<file path="config.mk">
export PLATFORM = sky130hd
export DESIGN_NAME = mem_stage
export DESIGN_NICKNAME = d
export VERILOG_FILES = /design/src/rtl/def_pkg.sv /design/src/rtl/mem_stage_lane_align.sv /design/src/rtl/mem_stage.sv
export SDC_FILE = /design/constraint.sdc
export NUM_CORES = 1
export LEC_CHECK = 0
export BUFFER_PORTS_ARGS = -buffer_cell sky130_fd_sc_hd__buf_2
export CORE_ASPECT_RATIO = 2
export CORE_MARGIN = 2
export CORE_UTILIZATION = 40
export CTS_CLUSTER_SIZE = 12
export DETAILED_ROUTE_END_ITERATION = 8
export PLACE_DENSITY = 0.65
export SETUP_SLACK_MARGIN = 0.1
export SLEW_MARGIN = 20
export SYNTH_ARGS = -nofsm -noshare
export SYNTH_HDL_FRONTEND = slang
export SYNTH_SLANG_ARGS = --single-unit
</file>
<file path="constraint.sdc">
create_clock -name clk -period 2.6 [get_ports clk]
set_input_delay 0.52 -clock clk [delete_from_list [all_inputs] [get_ports clk]]
set_output_delay 0.52 -clock clk [all_outputs]
set_load 0.01 [all_outputs]
</file>
<file path="src/rtl/def_pkg.sv">
//------------------------------------------------------------------------------
// Module  : def (package)
// Brief   : Shared opcode encodings, reset/valid constants and op classifiers.
// Revision: 1.0 - initial release
//------------------------------------------------------------------------------
`default_nettype none

package def;

    localparam logic        RST_ENABLE = 1'b1;
    localparam logic        VALID      = 1'b1;
    localparam logic [31:0] ZERO       = 32'h0000_0000;

    localparam logic [5:0] OP_NOP = 6'h00;
    localparam logic [5:0] OP_OR  = 6'h0D;
    localparam logic [5:0] OP_LB  = 6'h20;
    localparam logic [5:0] OP_LH  = 6'h21;
    localparam logic [5:0] OP_LW  = 6'h23;
    localparam logic [5:0] OP_LBU = 6'h24;
    localparam logic [5:0] OP_LHU = 6'h25;
    localparam logic [5:0] OP_SB  = 6'h28;
    localparam logic [5:0] OP_SH  = 6'h29;
    localparam logic [5:0] OP_SW  = 6'h2B;

    function automatic logic is_load(input logic [5:0] op);
        return (op == OP_LB) || (op == OP_LH) || (op == OP_LW) ||
               (op == OP_LBU) || (op == OP_LHU);
    endfunction

    function automatic logic is_store(input logic [5:0] op);
        return (op == OP_SB) || (op == OP_SH) || (op == OP_SW);
    endfunction

endpackage

`default_nettype wire

</file>
<file path="src/rtl/mem_stage_lane_align.sv">
//------------------------------------------------------------------------------
// Module  : mem_lane_align
// Brief   : Little-endian byte-lane enables, store-data replication and load
//           extraction (sign/zero extend). Purely combinational.
// Revision: 1.0 - initial release
//------------------------------------------------------------------------------
`default_nettype none

module mem_lane_align
    import def::*;
(
    input  logic [5:0]  op,
    input  logic [1:0]  addr_lo,
    input  logic [31:0] wdata_in,
    input  logic [31:0] rdata_in,
    output logic [3:0]  be,
    output logic [31:0] wdata,
    output logic [31:0] rdata_out
);

    logic [7:0]  w_byte;
    logic [15:0] w_half;

    always_comb begin
        case (addr_lo)
            2'd0:    w_byte = rdata_in[7:0];
            2'd1:    w_byte = rdata_in[15:8];
            2'd2:    w_byte = rdata_in[23:16];
            default: w_byte = rdata_in[31:24];
        endcase
        // Halfword lane chosen by addr[1] only; addr[0] is ignored here.
        w_half = addr_lo[1] ? rdata_in[31:16] : rdata_in[15:0];
    end

    always_comb begin
        be        = 4'b0000;
        wdata     = wdata_in;
        rdata_out = rdata_in;
        case (op)
            OP_SW: be = 4'b1111;
            OP_SH: begin
                be    = addr_lo[1] ? 4'b1100 : 4'b0011;
                wdata = {2{wdata_in[15:0]}};
            end
            OP_SB: begin
                be    = 4'b0001 << addr_lo;
                wdata = {4{wdata_in[7:0]}};
            end
            OP_LB:   rdata_out = {{24{w_byte[7]}}, w_byte};
            OP_LBU:  rdata_out = {24'h0, w_byte};
            OP_LH:   rdata_out = {{16{w_half[15]}}, w_half};
            OP_LHU:  rdata_out = {16'h0, w_half};
            default: rdata_out = rdata_in;
        endcase
    end

endmodule

`default_nettype wire

</file>
<file path="src/rtl/mem_stage.sv">
//------------------------------------------------------------------------------
// Module  : mem_stage
// Brief   : Pipeline MEM stage: issues data-memory requests, stalls upstream
//           until the response, and extracts load results for write-back.
//           Optional macro MEM_ALIGN_CHECK_EN enables misalignment exceptions.
// Revision: 1.0 - initial release
//------------------------------------------------------------------------------
`default_nettype none

module mem_stage
    import def::*;
#(
    parameter int DM_TIMEOUT = 64
) (
    input  logic        clk,
    input  logic        rst,
    input  logic [5:0]  op_i,
    input  logic [31:0] memAddr_i,
    input  logic [31:0] memData_i,
    input  logic [31:0] regcData_i,
    input  logic [4:0]  regcAddr_i,
    input  logic        regcWrite_i,
    output logic        dm_req,
    output logic        dm_we,
    output logic [31:0] dm_addr,
    output logic [31:0] dm_wdata,
    output logic [3:0]  dm_be,
    input  logic [31:0] dm_rdata,
    input  logic        dm_ack,
    output logic [31:0] regcData,
    output logic [4:0]  regcAddr,
    output logic        regcWrite,
    output logic        stall,
    output logic        bus_err,
    output logic        adel,
    output logic        ades
);

    localparam int CNT_W = (DM_TIMEOUT > 1) ? $clog2(DM_TIMEOUT) : 1;
    localparam logic [CNT_W-1:0] c_cnt_last = CNT_W'(DM_TIMEOUT - 1);

    typedef enum logic [1:0] {
        IDLE = 2'd0,
        BUSY = 2'd1,
        DONE = 2'd2
    } state_t;

    state_t          r_state, w_state_next;
    logic [5:0]      r_op;
    logic [31:0]     r_addr, r_wdata, r_rdata;
    logic [4:0]      r_rc_addr;
    logic            r_rc_write, r_bus_err, r_adel, r_ades;
    logic [CNT_W-1:0] r_cnt;

    logic            w_is_mem, w_misalign, w_timeout;
    logic [31:0]     w_load_data;

    assign w_is_mem  = is_load(op_i) || is_store(op_i);
    assign w_timeout = !dm_ack && (r_cnt == c_cnt_last);

`ifdef MEM_ALIGN_CHECK_EN
    assign w_misalign = (((op_i == OP_LW) || (op_i == OP_SW)) && (memAddr_i[1:0] != 2'b00)) ||
                        (((op_i == OP_LH) || (op_i == OP_LHU) || (op_i == OP_SH)) && memAddr_i[0]);
`else
    assign w_misalign = 1'b0;
`endif

    mem_lane_align u_align (
        .op        (r_op),
        .addr_lo   (r_addr[1:0]),
        .wdata_in  (r_wdata),
        .rdata_in  (r_rdata),
        .be        (dm_be),
        .wdata     (dm_wdata),
        .rdata_out (w_load_data)
    );

    always_ff @(posedge clk) begin
        if (rst == RST_ENABLE) r_state <= IDLE;
        else                   r_state <= w_state_next;
    end

    always_comb begin
        w_state_next = r_state;
        case (r_state)
            IDLE:    if (w_is_mem) w_state_next = w_misalign ? DONE : BUSY;
            BUSY:    if (dm_ack || w_timeout) w_state_next = DONE;
            DONE:    w_state_next = IDLE;
            default: w_state_next = IDLE;
        endcase
    end

    always_ff @(posedge clk) begin
        if (rst == RST_ENABLE) begin
            r_op       <= OP_NOP;
            r_addr     <= ZERO;
            r_wdata    <= ZERO;
            r_rdata    <= ZERO;
            r_rc_addr  <= 5'd0;
            r_rc_write <= 1'b0;
            r_bus_err  <= 1'b0;
            r_adel     <= 1'b0;
            r_ades     <= 1'b0;
            r_cnt      <= '0;
        end else begin
            case (r_state)
                IDLE: if (w_is_mem) begin
                    r_op       <= op_i;
                    r_addr     <= memAddr_i;
                    r_wdata    <= memData_i;
                    r_rc_addr  <= regcAddr_i;
                    r_rc_write <= regcWrite_i;
                    r_bus_err  <= 1'b0;
                    r_adel     <= w_misalign && is_load(op_i);
                    r_ades     <= w_misalign && is_store(op_i);
                    r_cnt      <= '0;
                end
                BUSY: begin
                    if (dm_ack)         r_rdata   <= dm_rdata;
                    else if (w_timeout) r_bus_err <= 1'b1;
                    else                r_cnt     <= r_cnt + 1'b1;
                end
                default: ;
            endcase
        end
    end

    assign dm_we   = is_store(r_op);
    assign dm_addr = {r_addr[31:2], 2'b00};

    // All control outputs are forced low while reset is held.
    always_comb begin
        dm_req    = 1'b0;
        stall     = 1'b0;
        regcData  = regcData_i;
        regcAddr  = regcAddr_i;
        regcWrite = regcWrite_i;
        bus_err   = 1'b0;
        adel      = 1'b0;
        ades      = 1'b0;
        case (r_state)
            IDLE: if (w_is_mem) begin
                stall     = 1'b1;
                regcWrite = 1'b0;
            end
            BUSY: begin
                dm_req    = VALID;
                stall     = 1'b1;
                regcWrite = 1'b0;
            end
            DONE: begin
                regcAddr  = r_rc_addr;
                regcData  = w_load_data;
                regcWrite = is_load(r_op) && r_rc_write && !r_bus_err && !r_adel;
                bus_err   = r_bus_err;
                adel      = r_adel;
                ades      = r_ades;
            end
            default: ;
        endcase
        if (rst == RST_ENABLE) begin
            dm_req    = 1'b0;
            stall     = 1'b0;
            regcWrite = 1'b0;
            regcData  = ZERO;
            bus_err   = 1'b0;
            adel      = 1'b0;
            ades      = 1'b0;
        end
    end

endmodule

`default_nettype wire

</file>
# Word-level counts from Yosys, hierarchy flattened
# Index checks and enable logic that the tools add are counted.
[word_totals]
register_bits = 117
output_inout_bits = 112
word_cells = 94
[op_classes]
addsub = 1
n_eq_ne = 26
shift = 1
mux = 30
reduce_logical = 27
[ops]
columns = ["cell", "n"]
rows = [
  ["32-bit one-hot mux with 4 select lines", 1],
  ["6-bit == test (second input constant)", 17],
  ["32-bit two-way mux", 2],
  ["32-bit one-hot mux with 2 select lines", 1],
  ["8-bit one-hot mux with 3 select lines", 1],
  ["6-bit two-way mux", 3],
  ["16-bit two-way mux", 1],
  ["1-bit logical OR", 14],
  ["4-bit one-hot mux with 3 select lines", 1],
  ["6-bit one-hot mux with 2 select lines", 1],
  ["1-bit two-way mux", 11],
  ["2-bit != test (second input constant)", 5],
  ["4-bit AND reduction", 2],
  ["6-bit by 1-bit adder with 6-bit output (second input constant)", 1],
  ["2-bit AND reduction", 3],
  ["5-bit two-way mux", 1],
  ["2-bit by 1-bit == test with 1-bit output (second input constant)", 2],
  ["2-bit == test (second input constant)", 2],
  ["2-bit logical NOT", 2],
  ["2-bit two-way mux", 2],
  ["4-bit two-way mux", 1],
  ["1-bit one-hot mux with 2 select lines", 2],
  ["2-bit one-hot mux with 2 select lines", 1],
  ["1-bit by 2-bit << shifter with 4-bit output (first input constant)", 1],
  ["4 further kinds", 7],
]

# Longest topological paths before layout
[depth]
depth_word = 9
depth_mapped = 8

# Hierarchy
# From an unflattened synthesis, not the netlist that was laid out.
[unflattened]
cells_unflattened = 872
hier_area_um2 = 6492.5
[by_module_without_submodules]
columns = ["mod", "instances", "cells_each", "area_each_um2", "seq_area_each_um2"]
rows = [
  ["mem_stage", 1, 702, 5097.4, 2342.2],
  ["mem_lane_align", 1, 170, 1395.1, 0.0],
]

# Worst setup path before layout
# Ideal clock, no wire load.
[synth_timing]
path_type = "input-to-output"
start = "input port rst"
end = "output port regcData[15]"
arrival_ns = 1.486
t_required_ns = 2.080
path_slack_ns = 0.594
cell_stages = 5
cell_sequence = "buf_2 > clkinv_1 > clkbuf_1 > o21ai_0 > a211oi_1"
[synth_via]
elab_chain_cells = 1
[synth_rtl]
columns = ["element", "line_no", "source"]
rows = [
  ["start: declaration", "mem_stage.sv:16", "input logic rst,"],
  ["32-bit two-way mux", "mem_stage.sv:161", "if (rst == RST_ENABLE) begin"],
  ["end: declaration", "mem_stage.sv:30", "output logic [31:0] regcData,"],
]
# No other way between the ends.

# Worst setup path after layout
[layout_timing]
start = "register r_op[4]"
end = "output port dm_wdata[10]"
[layout_via]
elab_chain_cells = 2
word_cells_on_any_way = 3
classes_between = "eq/ne: 2; mux: 1"
[layout_rtl]
columns = ["element", "line_no", "source"]
rows = [
  ["start: declaration", "mem_stage.sv:49", "logic [5:0] r_op;"],
  ["start signal: assignment", "mem_stage.sv:108", "r_op <= op_i;"],
  ["6-bit == test", "mem_stage_lane_align.sv:39", "case (op)"],
  ["32-bit one-hot mux with 2 select lines (*)", "mem_stage_lane_align.sv:39", ""],
  ["end: declaration", "mem_stage.sv:26", "output logic [31:0] dm_wdata,"],
]
# Every way passes the cells marked *; elsewhere a longest branch is shown, timed or not.

==> metrics.md <==
| Metric | Value |
|---|---|
| Final setup viols | 0 |
| EDFF count, synth | 0 |
| Hold Violations, Final | 0 |
| Status | complete, no violations |
| Worst r2r path cells | 6 |
| H-tree depth | 4 |
| Width of the die | 91.9 um |
| Root Driver | clkbuf_16 |
| Crit Path Max Fanout | 8 |
| Sequential share of the synthesized area | 37.9% |
| Register area | 0.00236 mm2 |
| Critical path endpoint | dm_wdata[10] |
| PwrDens | 554 mW/mm2 |
| Fmax | 396 MHz |
| CTS tree | built |
| Starting DRC count in detailed routing | 260 |
| Total gr overflow | 0 |
| DRC viols | 0 |
| Core Region | 0.0152 mm2 |
| Post-DRT Antenna Nets | 0 |
| R2R Path Start | r_state[1] |
| Share of cells above drive strength 1 | 37.4% |
| IO Port Bufs | 250 |
| Antenna violations before repair | 3 |
| P&R area growth vs syn | 32.3% |
| Most common flop cell mapped by yosys | dfxtp_1 |
| # Max-Cap Violations | 0 |
| Final Slew Violations | 0 |
| Crit path cell chain | nand2b_4, or3_4, nor2_4, buf_12, mux2_4, buf_6 |
| Worst R2R Setup Slack | about 700 ps |
| Sinks on the clock net | 117 |
| Minimum clock period | 2520 ps |
| Fillers | 1565 |
| Cell area after synthesis | 0.00618 mm2 |
| Design Area, Final | 0.00818 mm2 |
| Die Y | 180 um |
| Clk slew on worst S/H paths | 50 ps |
| # IOs | 255 |
| Routed WL | just over 20000 um |
| Drt pass-1 iters | 5 |
| Yosys warning count | 0 |
| LEAKAGE | 0.00347 uW |
| CTS Hold Bufs | 0 |
| Worst path arrival time | 2000 ps |
| Routability cong. | just over 1 |
| Placement Cell Area | 0.00726 mm2 |
| CTS buffer count | 17 |
| HP Class | primary input to flip-flop |
| Initial Utilization | 40.6% |
| Vias | 6417 |
| R2R Path End | r_addr[11] |
| Max-slew headroom | 56.2% |
| Routed wire per std cell | 16.6 um |
| Slowest-stage cell, CP | or3_4 |
| Clk Latency, worst-skew pair | 410 ps |
| Buf/Inv on CP | 2 |
| Critical path class | flip-flop to primary output |
| Crit-path max cell delay | 410 ps |
| Max VDD drop | approximately 470 uV |
| Syn Inst Count | roughly 830 |
| Crit. Startpoint | r_op[4] |
| Fin crit share | a little over nine tenths |
| Vias in the first global route | 6116 |
| Syn Area/Cell | around 7.4 um2 |
| Startpoint Class | flip-flop |
| Final Skew | 6.19 ps |
| CP endpoint kind | primary output |
| HPWL Detailed | 15000 um |
| Multi-input logic area | 0.00339 mm2 |
| Synth cell types | 50 |
| Crit path depth | 6 |
| Pin count of the biggest net entering global routing | 50 |
| Critical path's top delay family | simple AND/OR/NAND/NOR gates |
| First-pass GRT wire length | between 30000 and 40000 um |
| Total track usage | 24.0% |
| Setup TNS | 0 ps |
| RSZ-0062 raised after global routing | yes |
| Final Net Count | 1180 |
| Clock buffer depth | 2 |
| Vias per cell | a little over 5 |
| Worst Max-Slew Pin Slew | between 600 and 700 ps |
| Row cnt | between 60 and 70 |
| Seq cells post-synth | 117 |
| Die area | 0.0165 mm2 |
| Fraction of registers with async set/reset | 0% |
| Critical path required time | 2080 ps |
-- repair_timing --
item                       4_1_cts  5_1_grt
setup buffers                    5        8
setup endpoints to repair       50       52
gates resized for setup         19       43
gates cloned                     0        1
pin swaps                        3        4
-- kinds of logic after synthesis --
kind of cell	synth area share [%]
flops	37.9
fa+ha+maj	0.203
buf+inv	10.8
simple gates	24.2
mux	7.29
compound gates	19.5
other cells	0.0607
-- cell type report --
type                            count  area share [%]
Inverter                            4           0.184
Clock buffer                       23            5.85
Tap cell                          198            3.03
Multi-Input combinational cell    611            41.4
Clock inverter                      6           0.367
Sequential cell                   117            28.9
Timing Repair Buffer              285            20.2
Antenna cell                        3          0.0918
-- worst reg2reg max path, delay by kind of cell (launching register included) --
kind / cells / cell delay (ps)
AO/OA/AOI/OAI: 2 / 580
buffers and inverters: 2 / 450
flip-flops: 1 / 310
AND/OR/NAND/NOR: 2 / 480
-- state kept, by name (all words and copies together) (netlist names) --
name and count:
r_addr 32, r_bus_err 1, r_cnt 6, r_op 6
r_rc_addr 5, r_rc_write 1, r_rdata 32, r_state 2
r_wdata 32
-- cell usage in the layout (no fill, tap or decap), types with 4 or more instances in the layout --
cell type	instances
mux2i_1	15
buf_6	13
mux2_1	8
dfxtp_2	5
clkinv_2	6
buf_2	241
dfxtp_1	108
o221a_2	7
nor2_1	19
a31oi_1	5
or3_1	4
a211oi_1	4
a211oi_2	5
nand2_1	282
mux2_2	8
nand3_1	8
buf_12	5
mux2_4	10
dfxtp_4	4
a21oi_1	114
buf_4	26
clkbuf_16	17
o21ai_0	37
nor3_1	15
o21ai_1	9
conb_1	4
o21ai_2	10
-- cell usage after synthesis (all sizes together), types with 5 or more instances --
cell,number,area [um2]
or3,5,36.3
nor2b,5,31.3
o221a,7,78.8
nor2,25,111
nand3,8,40.0
clkbuf,29,109
a211oi,9,67.6
mux2i,15,150
nor3,17,85.1
o21ai,57,327
a31oi,7,43.8
mux2,26,300
dfxtp,117,2340
buf,76,544
nand2,283,1060
a21oi,114,571
-- worst min-delay path by stage --
stage	to	from	depth (start not counted)	slack (ps)
3_3_place_gp	r_addr[7]	r_addr[7]	2	440
6_report	r_wdata[13]	memData_i[13]	3	340
5_1_grt	r_addr[8]	memAddr_i[8]	3	330
3_5_place_dp	r_addr[18]	r_addr[18]	2	440
4_1_cts	r_wdata[28]	memData_i[28]	3	320
2_1_floorplan	r_rc_write	r_rc_write	2	430
-- power breakdown --
group | internal (uW) | leakage, uW | switching, uW | total [uW]
registers | 1850 | 0.000954 | 51.3 | 1900
logic | 269 | 0.00226 | 324 | 593
clock network | 1260 | 0.000258 | 772 | 2030
-- stage by stage --
step	std cells	setup WS, ps	hold slack (ps)	total power (uW)	util (%)
3_5_place_dp	1201	301	443	2480	47.7
4_1_cts	1235	58.6	322	4540	51.9
5_1_grt	1247	18.6	333	4720	53.7
2_1_floorplan	836	594	432	2260	-
3_3_place_gp	1201	228	439	2480	47.7
6_report	1247	77.3	341	4530	53.7
-- layer usage --
| layer | wire length (um) | global-route usage [%] | vias to the layer above |
|---|---|---|---|
| li1 | - | - | 3162 |
| met1 | 7140 | 22.9 | 2954 |
| met2 | 11300 | 45.0 | 253 |
| met3 | 1250 | 5.53 | 48 |
| met4 | 1060 | 15.0 | 0 |
| met5 | 0 | 0 | - |
Power figures use the tool's default switching activity.
